## src/rtl/quad_decoder.sv

```systemverilog
// Quadrature encoder decoder: synchronizes and debounces A/B, then turns
// full detent cycles into registered step/up pulses and flags illegal jumps.
module quad_decoder #(
  parameter int FILTER_LEN = 4
) (
  input  logic clk,
  input  logic reset_n,
  input  logic enc_a,
  input  logic enc_b,
  input  logic en,
  input  logic err_clr,
  output logic step,
  output logic up,
  output logic err,
  output logic err_sticky
);

  localparam logic [7:0] FLT_LAST  = 8'(FILTER_LEN - 1);
  localparam logic [8:0] PRIME_LEN = 9'(FILTER_LEN + 3);

  // Bit 1 is channel A, bit 0 is channel B, so vectors read as phase {A,B}.
  logic [1:0]      sync1_q, sync2_q;
  logic [1:0]      filt_q, filt_d;
  logic [1:0][7:0] fcnt_q, fcnt_d;
  logic [1:0]      prev_q;
  logic [8:0]      prime_q, prime_d;
  logic signed [3:0] q_q, q_d, q_new;
  logic step_q, step_d;
  logic up_q, up_d;
  logic err_q, err_d;
  logic sticky_q, sticky_d;
  logic primed, active, fwd, bwd, illegal;

  function automatic logic [1:0] cw_next(input logic [1:0] p);
    case (p)
      2'b00:   cw_next = 2'b10;
      2'b10:   cw_next = 2'b11;
      2'b11:   cw_next = 2'b01;
      default: cw_next = 2'b00;
    endcase
  endfunction

  // A mismatch streak of FILTER_LEN cycles commits the synchronized value.
  always_comb begin
    filt_d = filt_q;
    fcnt_d = '0;
    for (int i = 0; i < 2; i++) begin
      if (sync2_q[i] != filt_q[i]) begin
        if (fcnt_q[i] == FLT_LAST) filt_d[i] = sync2_q[i];
        else                       fcnt_d[i] = fcnt_q[i] + 8'd1;
      end
    end
  end

  assign primed  = (prime_q == PRIME_LEN);
  assign prime_d = primed ? prime_q : prime_q + 9'd1;
  assign active  = en && primed;
  assign fwd     = (filt_q == cw_next(prev_q));
  assign bwd     = (prev_q == cw_next(filt_q));
  assign illegal = ((filt_q ^ prev_q) == 2'b11);
  assign q_new   = fwd ? q_q + 4'sd1 : q_q - 4'sd1;

  always_comb begin
    q_d    = q_q;
    step_d = 1'b0;
    err_d  = 1'b0;
    up_d   = up_q;
    if (!active) begin
      q_d = '0;
    end else if (illegal) begin
      err_d = 1'b1;
      q_d   = '0;
    end else if (fwd || bwd) begin
      if (filt_q == 2'b00) begin
        // Only a full four-quarter trip through the cycle counts as a detent.
        q_d = '0;
        if (q_new == 4'sd4) begin
          step_d = 1'b1;
          up_d   = 1'b1;
        end else if (q_new == -4'sd4) begin
          step_d = 1'b1;
          up_d   = 1'b0;
        end
      end else begin
        q_d = q_new;
      end
    end
  end

  assign sticky_d = err_clr ? 1'b0 : (err_d ? 1'b1 : sticky_q);

  always_ff @(posedge clk or negedge reset_n) begin
    if (!reset_n) begin
      sync1_q  <= '0;
      sync2_q  <= '0;
      filt_q   <= '0;
      fcnt_q   <= '0;
      prev_q   <= '0;
      prime_q  <= '0;
      q_q      <= '0;
      step_q   <= 1'b0;
      up_q     <= 1'b1;
      err_q    <= 1'b0;
      sticky_q <= 1'b0;
    end else begin
      sync1_q  <= {enc_a, enc_b};
      sync2_q  <= sync1_q;
      filt_q   <= filt_d;
      fcnt_q   <= fcnt_d;
      prev_q   <= filt_q;
      prime_q  <= prime_d;
      q_q      <= q_d;
      step_q   <= step_d;
      up_q     <= up_d;
      err_q    <= err_d;
      sticky_q <= sticky_d;
    end
  end

  assign step       = step_q;
  assign up         = up_q;
  assign err        = err_q;
  assign err_sticky = sticky_q;

endmodule
```

## config.mk

```make
export PLATFORM = sky130hd
export DESIGN_NAME = quad_decoder
export DESIGN_NICKNAME = d
export VERILOG_FILES = /design/src/rtl/quad_decoder.sv
export SDC_FILE = /design/constraint.sdc
export NUM_CORES = 1
export LEC_CHECK = 0
export CAP_MARGIN = 15
export CORE_MARGIN = 2
export CORE_UTILIZATION = 62
export DETAILED_ROUTE_END_ITERATION = 10
export PLACE_DENSITY = 0.82
export SLEW_MARGIN = 20
export SYNTH_ARGS = -nofsm -noshare
export SYNTH_HDL_FRONTEND = slang
export SYNTH_SLANG_ARGS = --single-unit
```

## constraint.sdc

```tcl
create_clock -name clk -period 6.1 [get_ports clk]
set_clock_uncertainty 0.2 [all_clocks]
set_input_delay 1.22 -clock clk [delete_from_list [all_inputs] [get_ports clk]]
set_output_delay 1.22 -clock clk [all_outputs]
set_load 0.01 [all_outputs]
```

==> impl_metrics.env, run 1 <==
export IMPL_synthMuxAreaShare_pct=3.21
export IMPL_ios=10
export IMPL_critPathLaunchType="flip-flop"
export IMPL_crit_fanout=2
export IMPL_reg2reg_slack_ns=3.58
export IMPL_path_depth=1
export IMPL_avgViaCountPerCell=5.60
export IMPL_dieArea_um2=3400
export IMPL_worstSetupPathType="flip-flop to output pin"
export IMPL_post_cts_setup_buffers=0
export IMPL_powerDensity_nw_per_um2=387
export IMPL_die_h_um=58.3
export IMPL_synthTopCellsByArea="dfrtp_1 (55%), xor2_1 (7.2%), xnor2_1 (5.3%)"
export IMPL_endpoint="up"
export IMPL_synth_seq_area_share_pct=56.2
export IMPL_rsz0062_at_grt="no"
export IMPL_ir_drop_mv=0.422
export IMPL_syn_area_um2=1830
export IMPL_start_util_pct=65.8
export IMPL_max_stage_delay_ns=0.56
export IMPL_antenna_left=0
export IMPL_synthSimpleGateAreaFrac_pct=17.3
export IMPL_cts_resized=0
export IMPL_endpoint_kind="output pin"
export IMPL_antenna_found_initial=0
export IMPL_critPathArrivalTime_ns=1.43
export IMPL_finalCritPeriodShare_pct=46.7
export IMPL_rows=19
export IMPL_dpl_hpwl_um=2090
export IMPL_synth_cells=154
export IMPL_grt_pass1_wl_um=5180
export IMPL_synth_xor_area_share_pct=13.7
export IMPL_finalSetupTns_ns=0
export IMPL_routedWlPerCell_um=14.1
export IMPL_place_inst=194
export IMPL_syn_to_final_growth_pct=9.78
export IMPL_cts_root_buf="clkbuf_4"
export IMPL_n_antenna_cell=0
export IMPL_outcome="finished clean"
export IMPL_die_w_um=58.3
export IMPL_r2r_cells=8
export IMPL_grt_total_usage_pct=21.2
export IMPL_r2r_end="up"
export IMPL_drc_errors=0
export IMPL_clkSlewWorstSetupHoldPaths_ns=0.12
export IMPL_h_tree_depth=2
export IMPL_crit_buf_inv=1
export IMPL_clockBufferDepth=2
export IMPL_tightest_slew_ns=0.856
export IMPL_synth_compound_area_share_pct=3.01
export IMPL_nNetsFinal=183
export IMPL_yosys_warnings=0
export IMPL_dr_pass1_iters=4
export IMPL_cp_top_family="flip-flops"
export IMPL_slowest_stage="dfstp_2"
export IMPL_design_core_area_um2=2780
export IMPL_clock_sinks=41
export IMPL_place_congestion=0.862
export IMPL_clock_latency_ns=0.35
export IMPL_synth_top_family_by_area="simple AND/OR/NAND/NOR gates"
export IMPL_p_leak_nw=0.944
export IMPL_holdCritStartpoint="sync1_q[0]"
export IMPL_required_ns=4.68
export IMPL_worstReg2RegStart="filt_q[0]"
export IMPL_syn_avg_cell_area_um2=11.9
export IMPL_slew_viol_final=0
export IMPL_maxSlewHeadroom_pct=42.9
export IMPL_max_freq_mhz=351
export IMPL_yosysUniqueCellTypes=30
export IMPL_cts_buffers=5
export IMPL_drive_gt1_share_pct=11.7
export IMPL_hp_class="flip-flop to flip-flop"
export IMPL_syn_nets=167
export IMPL_path_cells="clkdlybuf4s50_1"
export IMPL_synthAdderAreaFrac_pct=5.20
export IMPL_dr_total_vias=1132
export IMPL_fin_crit_ns=2.85
export IMPL_drt_iter0_markers=61
export IMPL_synth_top_area_cell="dfrtp_1"
export IMPL_crit_start="up"
export IMPL_cts_tree="yes"
export IMPL_grt_pass1_vias=1147
export IMPL_cap_viol_max_count=0
export IMPL_ctsHoldBuffers=0
export IMPL_setup_violations=0
export IMPL_hold_violations=0
export IMPL_yosys_area_top_type_share_pct=54.7
export IMPL_grt_overflow_total=0
export IMPL_grt_max_degree=42
export IMPL_final_cell_count_no_fill=202
export IMPL_io_buffers=9
export IMPL_ys_seq_elements=41
export IMPL_drt_total_wl_um=2840
cell families (layout without fill, tap and decap cells):
logic type | after synthesis | after routing
multiplexers | 5 | 5
AO/OA/AOI/OAI | 8 | 8
buffers and inverters | 7 | 24
flip-flops | 41 | 41
AND/OR/NAND/NOR | 59 | 59
adder cells (fa/ha/maj) | 7 | 7
XOR/XNOR | 27 | 27
power breakdown:
| group | switching [mW] | total (mW) | internal [mW] |
|---|---|---|---|
| clock network | 0.0860 | 0.129 | 0.0434 |
| logic | 0.144 | 0.283 | 0.139 |
| registers | 0.0455 | 0.366 | 0.320 |
cells in the mapped netlist:
library cell / instances
dfrtp_1: 40
a21o_1: 1
a21oi_1: 1
nand4b_1: 1
ha_1: 6
and3_1: 7
nand4_1: 1
o22ai_1: 3
xor2_1: 15
o21ai_0: 1
nor4_4: 1
nor3b_1: 1
nand2_1: 4
o21ba_2: 1
dfstp_2: 1
xnor3_1: 1
nand3_1: 15
fa_1: 1
nor2_1: 22
and3_2: 2
and4_4: 1
and2_1: 1
o311ai_0: 1
or4_4: 1
nor4_1: 2
mux2_4: 1
mux2i_1: 1
xnor2_1: 11
mux2_2: 3
inv_1: 7
area by class of cell:
| type | instances | area (um^2) |
|---|---|---|
| inverter | 7 | 26.3 |
| clock buffer | 5 | 37.5 |
| sequential | 41 | 1030 |
| multi-input combinational | 106 | 776 |
| clock inverter | 3 | 17.5 |
| timing repair buffer | 9 | 85.1 |
| tap | 31 | 38.8 |
| fill | 193 | 773 |
stage by stage:
step,power [mW],hold slack (ns),util [%],instance area [um^2],worst slack [ns]
after floorplan,0.573,0.131,-,1830,3.81
after global routing,0.839,0.169,72.2,2010,3.20
after global placement,0.633,0.136,70.2,1950,3.58
after detailed placement,0.655,0.135,70.2,1950,3.55
after CTS,0.786,0.163,72.2,2010,3.23
final,0.778,0.161,72.2,2010,3.25
metal layers:
metal	GRT usage, %	routed length (um)
met5	0	0
met3	6.59	85
met2	33.9	1400
met1	26.1	1300
met4	11.0	56
cells in the final DEF (no fill, tap or decap):
cell type and count:
and3_1 7, mux2_4 1, inv_1 7, clkinvlp_4 1
and3_2 2, xor2_1 15, dfrtp_1 40, nand3_1 15
o311ai_0 1, nand4b_1 1, o22ai_1 3, a21o_1 1
nor3b_1 1, and2_1 1, clkbuf_4 5, nor2_1 22
nor4_1 2, ha_1 6, o21ba_2 1, a21oi_1 1
clkdlybuf4s50_1 8, o21ai_0 1, xnor2_1 11, dfstp_2 1
buf_2 1, nand2_1 4, xnor3_1 1, fa_1 1
nand4_1 1, or4_4 1, and4_4 1, clkinv_2 2
mux2_2 3, mux2i_1 1, nor4_4 1
flip-flops by register name (all words and copies together) (netlist names):
signal      cells
prime_q         9
err             1
filt_q          2
step            1
sync2_q         2
err_sticky      1
prev_q          2
up              1
sync1_q         2
fcnt_q         16
q_q             4
worst min path at each step:
| stage | end | slack [ns] | cells after the start |
|---|---|---|---|
| 2_1_floorplan | sync2_q[0] | 0.13 | 0 |
| 4_1_cts | sync2_q[0] | 0.16 | 0 |
| 5_1_grt | sync2_q[0] | 0.17 | 0 |
| 6_report | sync2_q[0] | 0.16 | 0 |
| 3_3_place_gp | sync2_q[1] | 0.14 | 0 |
| 3_5_place_dp | sync2_q[0] | 0.13 | 0 |
No activity file was read; power rests on OpenSTA's default activity.
==> run 2: changes to the inputs <==
--- a/config.mk
+++ b/config.mk
@@ -7,9 +7,9 @@
 export LEC_CHECK = 0
 export CAP_MARGIN = 15
 export CORE_MARGIN = 2
-export CORE_UTILIZATION = 62
+export CORE_UTILIZATION = 58
 export DETAILED_ROUTE_END_ITERATION = 10
-export PLACE_DENSITY = 0.82
+export PLACE_DENSITY = 0.78
 export SLEW_MARGIN = 20
 export SYNTH_ARGS = -nofsm -noshare
 export SYNTH_HDL_FRONTEND = slang
==> constraint.sdc (replaced) <==
create_clock -name clk -period 2.8 [get_ports clk]
set_clock_uncertainty 0.2 [all_clocks]
set_input_delay 0.56 -clock clk [delete_from_list [all_inputs] [get_ports clk]]
set_output_delay 0.56 -clock clk [all_outputs]
set_load 0.01 [all_outputs]
==> run 2 against run 1 <==
Compared with the run above: first-iteration DRC count increased by 38%; total power is 130% higher; flip-flop and latch count unchanged; critical endpoint is now up; largest cell class unchanged.
==> impl_metrics.env, run 2 (synthesized netlist as in run 1, its figures left out) <==
export IMPL_cts_resized=0
export IMPL_fin_hold_ws_ns=0.102
export IMPL_syn_to_final_growth_pct=12.2
export IMPL_outcome="finished clean"
export IMPL_avgViaCountPerCell=5.31
export IMPL_mostFrequentLayoutCell="dfrtp_1"
export IMPL_dr_pass1_iters=4
export IMPL_antenna_found_initial=0
export IMPL_drive_gt1_share_pct=11.6
export IMPL_cp_top_family="simple AND/OR/NAND/NOR gates"
export IMPL_critPathArrivalTime_ns=2.73
export IMPL_clockBufferDepth=2
export IMPL_worstReg2RegStart="filt_q[0]"
export IMPL_slew_viol_final=0
export IMPL_routedWlPerCell_um=13.8
export IMPL_drt_total_wl_um=2980
export IMPL_drc_errors=0
export IMPL_die_h_um=60.2
export IMPL_setup_violations=0
export IMPL_clock_latency_ns=0.35
export IMPL_post_cts_setup_buffers=0
export IMPL_fin_crit_ns=2.64
export IMPL_dieArea_um2=3620
export IMPL_drt_iter0_markers=84
export IMPL_cts_tree="yes"
export IMPL_clock_sinks=41
export IMPL_grt_overflow_total=0
export IMPL_path_cells="xor2_1 -> nor2_1 -> inv_1 -> ha_1 -> xnor2_1 -> and3_1 -> and4_4 -> mux2_4"
export IMPL_design_core_area_um2=3030
export IMPL_dr_total_vias=1147
export IMPL_r2r_cells=8
export IMPL_critPathLaunchType="flip-flop"
export IMPL_antenna_left=0
export IMPL_h_tree_depth=2
export IMPL_maxSlewHeadroom_pct=42.3
export IMPL_grt_total_usage_pct=19.8
export IMPL_endpoint_kind="flip-flop"
export IMPL_place_congestion=0.821
export IMPL_start_util_pct=60.4
export IMPL_ctsHoldBuffers=0
export IMPL_hp_class="input pin to async pin"
export IMPL_finalSetupTns_ns=0
export IMPL_grt_max_degree=42
export IMPL_r2r_end="up"
export IMPL_grt_pass1_wl_um=5110
export IMPL_top_regs="fcnt_q: 16 flops, prime_q: 9 flops, q_q: 4 flops"
export IMPL_cts_root_buf="clkbuf_4"
export IMPL_io_buffers=9
export IMPL_cts_buffers=5
export IMPL_ir_drop_mv=0.708
export IMPL_die_w_um=60.2
export IMPL_reg2reg_slack_ns=0.16
export IMPL_cap_viol_max_count=0
export IMPL_p_total_mw=1.80
export IMPL_worstSetupPathType="flip-flop to flip-flop"
export IMPL_finalCritPeriodShare_pct=94.2
export IMPL_tightest_slew_ns=0.866
export IMPL_nFillCells=247
export IMPL_regMostFlops="fcnt_q"
export IMPL_required_ns=2.89
export IMPL_nNetsFinal=184
export IMPL_n_antenna_cell=0
export IMPL_clkSlewWorstSetupHoldPaths_ns=0.12
export IMPL_max_freq_mhz=379
export IMPL_grt_pass1_vias=1158
export IMPL_crit_buf_inv=1
export IMPL_rsz0062_at_grt="no"
export IMPL_hold_violations=0
export IMPL_p_leak_nw=0.959
export IMPL_rows=20
export IMPL_layout_common_cells="dfrtp_1 (40), nor2_1 (22), xor2_1 (15), nand3_1 (15), xnor2_1 (11)"
export IMPL_powerDensity_nw_per_um2=876
export IMPL_largest_reg_flops=16
export IMPL_slowest_stage="dfrtp_1"
export IMPL_crit_fanout=6
export IMPL_dpl_hpwl_um=2030
export IMPL_ios=10
export IMPL_max_stage_delay_ns=0.49
run 2: worst register-to-register path: cells and delay by family (launching register included):
kind	cells	cell delay [ns]
simple gates	3	0.77
flops	1	0.49
xor+xnor	2	0.39
fa+ha+maj	1	0.33
mux	1	0.30
buf+inv	1	0.12
run 2: cell type report:
cell class	instances	area, um^2	area share [%]
clock buffers	6	41.3	2.01
clock inverters	2	35.0	1.71
well taps	44	55.1	2.68
repair buffers	10	92.6	4.51
inverters	7	26.3	1.28
flip-flops and latches	41	1030	50.0
multi-input cells	106	776	37.8
run 2: metrics by stage:
| stage | instances | setup slack (ns) | utilization (%) | cell area [um^2] |
|---|---|---|---|---|
| 6_report | 216 | 0.164 | 67.8 | 2050 |
| 5_1_grt | 216 | 0.101 | 67.8 | 2050 |
| 4_1_cts | 216 | 0.173 | 67.8 | 2050 |
| 3_5_place_dp | 208 | 0.223 | 65.3 | 1980 |
| 3_3_place_gp | 208 | 0.417 | 65.3 | 1980 |
| 2_1_floorplan | 154 | 0.508 | - | 1830 |
run 2: power by group:
part           internal, mW  leakage [nW]  switching, mW
Sequential            0.697         0.529          0.101
Combinational         0.301         0.388          0.327
Clock                 0.187        0.0422          0.186
run 2: layer usage:
metal	vias up	GRT usage (%)	wire length [um]	part of all wire, %
met5	-	0	0	0
met4	0	9.52	19	0.64
met3	2	7.79	85	2.9
met2	12	30.4	1510	51
met1	575	24.3	1370	46
li1	558	-	-	-
run 2: worst max-delay path by stage:
stage / depth (start not counted) / start / end
2_1_floorplan: 8 / filt_q[0] / up
3_3_place_gp: 8 / filt_q[0] / up
4_1_cts: 8 / filt_q[0] / up
6_report: 8 / filt_q[0] / up
3_5_place_dp: 8 / filt_q[0] / up
5_1_grt: 8 / filt_q[0] / up
